### config.mk
export PLATFORM = sky130hd
export DESIGN_NAME = regfile_sb
export DESIGN_NICKNAME = d
export VERILOG_FILES = /design/src/rtl/regfile_sb.sv
export SDC_FILE = /design/constraint.sdc
export NUM_CORES = 2
export LEC_CHECK = 0
export CORE_MARGIN = 5
export CORE_UTILIZATION = 49
export CTS_CLUSTER_SIZE = 28
export DETAILED_ROUTE_END_ITERATION = 10
export PLACE_DENSITY = 0.74
export SLEW_MARGIN = 20
export SYNTH_ARGS = -nofsm -noshare
export SYNTH_HDL_FRONTEND = slang
export SYNTH_SLANG_ARGS = --single-unit
### constraint.sdc
create_clock -name CLK -period 4.4 [get_ports CLK]
set_input_delay 0.44 -clock CLK [delete_from_list [all_inputs] [get_ports CLK]]
set_output_delay 0.44 -clock CLK [all_outputs]
set_load 0.02 [all_outputs]
### src/rtl/regfile_sb.sv
// 32 x 32-bit register file with a load-use scoreboard that raises STALL on pending sources.
// Optional macro REGFILE_BYPASS_EN forwards WD to same-cycle reads instead of stalling them.
module regfile_sb #(
    parameter int ZERO_REG = 1
) (
    input  logic        CLK,
    input  logic        RST,
    input  logic        WE,
    input  logic [0:4]  WA,
    input  logic [0:31] WD,
    input  logic [0:4]  RA1,
    input  logic [0:4]  RA2,
    input  logic        RE1,
    input  logic        RE2,
    output logic [0:31] RD1,
    output logic [0:31] RD2,
    input  logic        PEND_SET,
    input  logic [0:4]  PEND_A,
    output logic        STALL,
    output logic [15:0] STALL_CNT
);

    localparam bit ZR = (ZERO_REG != 0);

    logic [0:31] regs_q [0:31];
    logic [0:31] pend_q, pend_d;
    logic [15:0] cnt_q, cnt_d;
    logic        wr_ok;
    logic        set_ok;

    logic [0:4]  ra [0:1];
    logic [0:1]  re;
    logic [0:31] rd [0:1];
    logic [0:1]  rd_zero;
    logic [0:1]  rd_hit;
    logic [0:1]  haz;

    assign ra[0] = RA1;
    assign ra[1] = RA2;
    assign re    = {RE1, RE2};

    assign wr_ok  = WE & ~(ZR & (WA == 5'd0));
    assign set_ok = PEND_SET & ~(ZR & (PEND_A == 5'd0));

    always_comb begin
        rd_zero = '0;
        rd_hit  = '0;
        haz     = '0;
        rd[0]   = '0;
        rd[1]   = '0;
        for (int p = 0; p < 2; p++) begin
            rd_zero[p] = ZR & (ra[p] == 5'd0);
            rd_hit[p]  = WE & (WA == ra[p]) & ~rd_zero[p];
            rd[p]      = rd_zero[p] ? '0 : regs_q[ra[p]];
`ifdef REGFILE_BYPASS_EN
            if (rd_hit[p]) begin
                rd[p] = WD;
            end
            haz[p] = re[p] & pend_q[ra[p]] & ~(WE & (WA == ra[p]));
`else
            // Same-cycle write to a source: stall so decode re-reads the committed value.
            haz[p] = re[p] & (pend_q[ra[p]] | rd_hit[p]);
`endif
        end
    end

    assign RD1   = RST ? '0 : rd[0];
    assign RD2   = RST ? '0 : rd[1];
    assign STALL = ~RST & (|haz);

    // A new load outranks a retiring writeback to the same register.
    always_comb begin
        pend_d = pend_q;
        if (WE) begin
            pend_d[WA] = 1'b0;
        end
        if (set_ok) begin
            pend_d[PEND_A] = 1'b1;
        end
    end

    always_comb begin
        cnt_d = cnt_q;
        if (STALL && (cnt_q != 16'hFFFF)) begin
            cnt_d = cnt_q + 16'd1;
        end
    end

    always_ff @(posedge CLK) begin
        if (RST) begin
            for (int i = 0; i < 32; i++) begin
                regs_q[i] <= '0;
            end
            pend_q <= '0;
            cnt_q  <= '0;
        end else begin
            if (wr_ok) begin
                regs_q[WA] <= WD;
            end
            pend_q <= pend_d;
            cnt_q  <= cnt_d;
        end
    end

    assign STALL_CNT = cnt_q;

endmodule

==> After elaboration in Yosys (flattened, before gate mapping) <==
Memories as Yosys holds them, arrays and structs flattened.
Index checks and enable logic that the tools add are counted.
W data, S select, Z words.
{ "totals": {"ff_bits": 48, "out_inout_bits": 81, "input_bits": 58, "wordCells": 69, "ram_bits": 1024, "n_memories": 1} }
{ "mem_list": {"columns": ["memory", "words", "width", "rd", "rd_clocked_by_memory_dff", "write_ports", "line", "rtl"], "rows": [
  ["regs_q", 32, 32, 2, 0, 32, "25", "logic [0:31] regs_q [0:31];"]
]} }
{ "classes": {"n_eq_ne": 3, "reduce_logical": 9, "n_bitwise": 23, "addsub": 1, "n_mux": 24, "magnitude_cmp": 6} }
{ "op_table": {"columns": ["operator", "n"], "rows": [
  ["$mux W32", 7],
  ["$and A32 B32 Y32", 1],
  ["$not A32 Y32", 1],
  ["$or A32 B32 Y32", 1],
  ["$reduce_or A32 Y1", 1],
  ["$ge A6 B6 Y1 const B", 4],
  ["$not A5 Y6", 4],
  ["$logic_not A5 Y1", 4],
  ["$add A16 B1 Y16 const B", 1],
  ["$ne A16 B16 Y1 const B", 1],
  ["$lt A6 B1 Y1 const B", 2],
  ["$mux W1", 12],
  ["$bmux W1 S5", 2],
  ["$demux W1 S5", 2],
  ["$eq A5 B5 Y1", 2],
  ["$and A1 B1 Y1", 9],
  ["$mux W5", 1],
  ["$not A1 Y1", 5],
  ["$logic_and A1 B1 Y1", 3],
  ["$or A1 B1 Y1", 2],
  ["$reduce_or A2 Y1", 1]
]} }

==> Logic depth before layout (Yosys ltp) <==
{ "logic_depth": {"word_depth": 10, "mapped_depth": 10, "mapped_depth_nobuf": 7} }

==> Worst setup path after synthesis <==
OpenSTA, ideal clock, no wires.
{ "synth_timing": {"path_kind": "input to register", "start": "input port WA[2] (netlist bit)", "end": "memory regs_q[12][0] (netlist bit) (enable)", "setup_ps": 466, "slack_ps": 180, "path_buffers": 3, "cell_stages": 6, "arrival_time_ps": 3754, "required_ps": 3934, "path_cell_list": "clkbuf_1 or3_1 clkbuf_1 nand3b_1 clkbuf_1 o21ai_0"} }
{ "synth_lines": {"columns": ["element", "line", "rtl"], "rows": [
  ["start: declaration", "9", "input logic [0:4] WA,"],
  ["end: declaration", "25", null]
]} }

==> Worst setup path after layout <==
{ "layout_timing": {"start": "input port RA1[1] (netlist bit)", "end": "output port RD1[30] (netlist bit)"} }
{ "layout_via": {"elab_chain_cells": 3, "elab_cells_between_ends": 4, "classes_between": "mux (2); reduce/logical (1); memory (1)"} }
{ "layout_lines": {"columns": ["element", "line", "rtl"], "rows": [
  ["start: declaration", "11", "input logic [0:4] RA1,"],
  ["$mem_v2 Z32 W32 / $logic_not A5 Y1 (equally long branches)", null, null],
  ["$mux W32 *", "54", "rd[p] = rd_zero[p] ? '0 : regs_q[ra[p]];"],
  ["$mux W32 *", "67", "assign RD1 = RST ? '0 : rd[0];"],
  ["end: declaration", "15", "output logic [0:31] RD1,"]
]} }
Mark *: on every way between the ends. The rest lies on a longest branch, timed or not.

==> reports/results.ini <==
[pwr]
powerDensity_nw_per_um2 = 376
ir_worst_vdd_v = 0.000333
p_total_w = 0.0244
leakage_nw = 21.9

[cells_and_area]
nets = 3750
final_area_um2 = 64900
area_growth_syn_to_layout_pct = 14.0
seq_area_um2 = 31700
fillCellCount = 8637
drive_above_1_share_pct = 28.4
multi_input_area_um2 = 24300

[sta]
maxSlewViolCount = 0
clock_skew_ps = 8.80
clock.fmax_mhz = 238
setup_tns_ps = 0
tightest_slew_ps = 1100
period_share_pct = 95.4
period_needed_ps = 4200
relSlewSlack_pct = 26.2
hold_viol = 0
setup_viol = 0
rsz0062_at_grt = false

[critical_path]
cp_max_fo = 17
required_ps = 3960
critical_path_class = in -> out
start_kind = input port
endpoint_kind = output port
arrival_ps = 3760

[run]
drv_cap = 0

[clocking]
cts_tree = done
clk_latency_ps = 700
cts_buffer_depth = 3
htreeDepth = 3
numCtsBuffers = 111
postCtsSetupRepairBufs = 0
path_clk_slew_ps = 60
cts-root-buf = clkbuf_16
cts.repair.resized = 0
ctsHoldBuffers = 0
clock-sinks = 1072

[worst_hold_path]
hold_class = in -> reg

[global_routing]
antenna_found_initial = 13
grt_pass1_wl_um = 256000
grt_max_degree = 65
grt_overflow_total = 0
grt_usage_pct = 29.2
grt_pass1_vias = 35800

[die]
start_util_pct = 49.1
num_rows = 125
fp.dieH_um = 351
die_area_um2 = 123000
ios = 139
core_um2 = 116000
die_w_um = 351

[logic_synthesis]
synth_edf_count = 1024
synth_seq_cells = 1072
yosysSeqAreaShare_pct = 55.7
netlist_area_um2 = 57000
synthCells = 3617
synthArstFlopShare_pct = 0
syn-mean-instance-area_um2 = 15.7
yosysWarnings = 0
synth_ff_type = edfxtp_1
yosysUniqueCellTypes = 53

[drt]
first_pass_iters = 7
routed_via_density = 6.74
drt_wl_total_um = 180000
drtAntennaViolNets = 0
drtIter0Drc = 5681
drc = 0
wire_per_inst_um = 33.8
vias = 35800

[run_status]
status = finished, final reports clean

[placed_design]
place.gp.congestion = 0.860
dpl.hpwl_um = 107000
port-buffer-count = 138
place_area_um2 = 61400

-- synth_stat cells (all sizes together) (3+ instances only) --
master	count	share of area, %
a21o	7	0.092
nor2b	6	0.066
nand2	108	0.71
nor4	5	0.055
nor3	3	0.026
mux4	649	26
xnor2	8	0.12
nor2	85	0.56
mux2i	52	0.91
edfxtp	1024	54
nand3	18	0.16
dfxtp	48	1.7
nand3b	9	0.12
nor3b	5	0.066
buf	96	0.83
and2	996	11
mux2	5	0.099
nand4	3	0.033
inv	16	0.11
and3b	3	0.046
o21ai	66	0.59
and3	10	0.11
clkbuf	297	2.0
a21oi	67	0.59
a41o	3	0.053
-- final timing paths --
| kind | from | endpoint | slack [ps] | depth (start not counted) |
|---|---|---|---|---|
| min | RST | pend_q[27] | 150 | 2 |
| max reg2reg | pend_q[31] | STALL_CNT[14] | 1680 | 7 |
| max | RA1[1] | RD1[30] | 200 | 8 |
| min reg2reg | pend_q[2] | pend_q[2] | 490 | 2 |
-- placed cells by master (no fill, tap or decap), types with 5 or more instances in the layout --
cell	synthesis	routed
buf_12	0	47
and2_1	995	995
bufinv_16	0	9
nor2_4	0	30
a21o_1	7	7
clkbuf_16	0	113
nand3_1	18	18
conb_1	1	32
clkbuf_1	297	22
edfxtp_1	1024	1024
o21ai_4	0	33
nand2_1	108	108
inv_1	15	14
nor2b_1	6	6
clkdlybuf4s50_1	0	128
clkinv_1	1	33
o21ai_0	62	31
xnor2_1	8	8
mux4_2	649	649
and3_1	10	10
dfxtp_1	48	48
mux2i_1	52	52
nand3b_1	9	9
clkinv_2	0	19
nor4_1	5	5
nor2_1	85	55
buf_4	4	142
diode_2	0	12
a21oi_1	67	67
-- layout make-up --
type / instances / share of cell area (%)
antenna: 12 / 0.0462
clock buffer: 135 / 4.48
clock inverter: 71 / 0.954
inverter: 17 / 0.108
multi-input combinational: 2166 / 37.5
sequential: 1072 / 48.8
tap: 1524 / 2.94
timing repair buffer: 323 / 5.18
-- per-layer routing --
layer	GRT usage [%]	vias to the layer above	share of wire (%)
met3	7.11	617	13
li1	-	14100	-
met1	37.6	18400	34
met5	0	-	0.017
met4	14.9	4	6.0
met2	46.8	2790	48
-- critical path: stages --
cell and delay, ps:
clkdlybuf4s50_1 740, inv_6 480, buf_12 260, mux4_2 540, mux2i_1 440, buf_4 220, nor2_1 40, clkdlybuf4s50_1 550
-- registers in the layout (all words and copies together) (netlist names) --
| name | flops |
|---|---|
| STALL_CNT | 16 |
| pend_q | 32 |
| regs_q | 1024 |
-- per-stage QoR --
step	setup slack, ps	hold slack [ps]	util, %	std cells
6_report	204	154	56.0	5320
4_1_cts	266	126	56.0	5308
5_1_grt	84.2	158	56.0	5308
3_3_place_gp	306	460	52.9	5102
3_5_place_dp	280	481	52.9	5102
2_1_floorplan	180	439	-	3648
-- kinds of logic (layout without fill, tap and decap cells) --
group                    count (synthesis)  after routing  share of synthesized area [%]
flip-flops                            1072           1072                           55.7
other                                    1             44                        0.00658
XOR/XNOR                                10             10                          0.154
multiplexers                           706            706                           26.7
AO/OA/AOI/OAI                          159            159                           1.58
adder cells (fa/ha/maj)                  1              1                         0.0220
AND/OR/NAND/NOR                       1258           1258                           13.0
buffers and inverters                  410            546                           2.90
-- where the power goes --
group / internal (W) / leakage [nW] / switching (W)
clock: 0.00523 / 1.72 / 0.00407
combinational: 0.00147 / 9.99 / 0.00167
sequential: 0.0117 / 10.1 / 0.000275
total: 0.0184 / 21.9 / 0.00601
(Power assumes the default switching activity.)
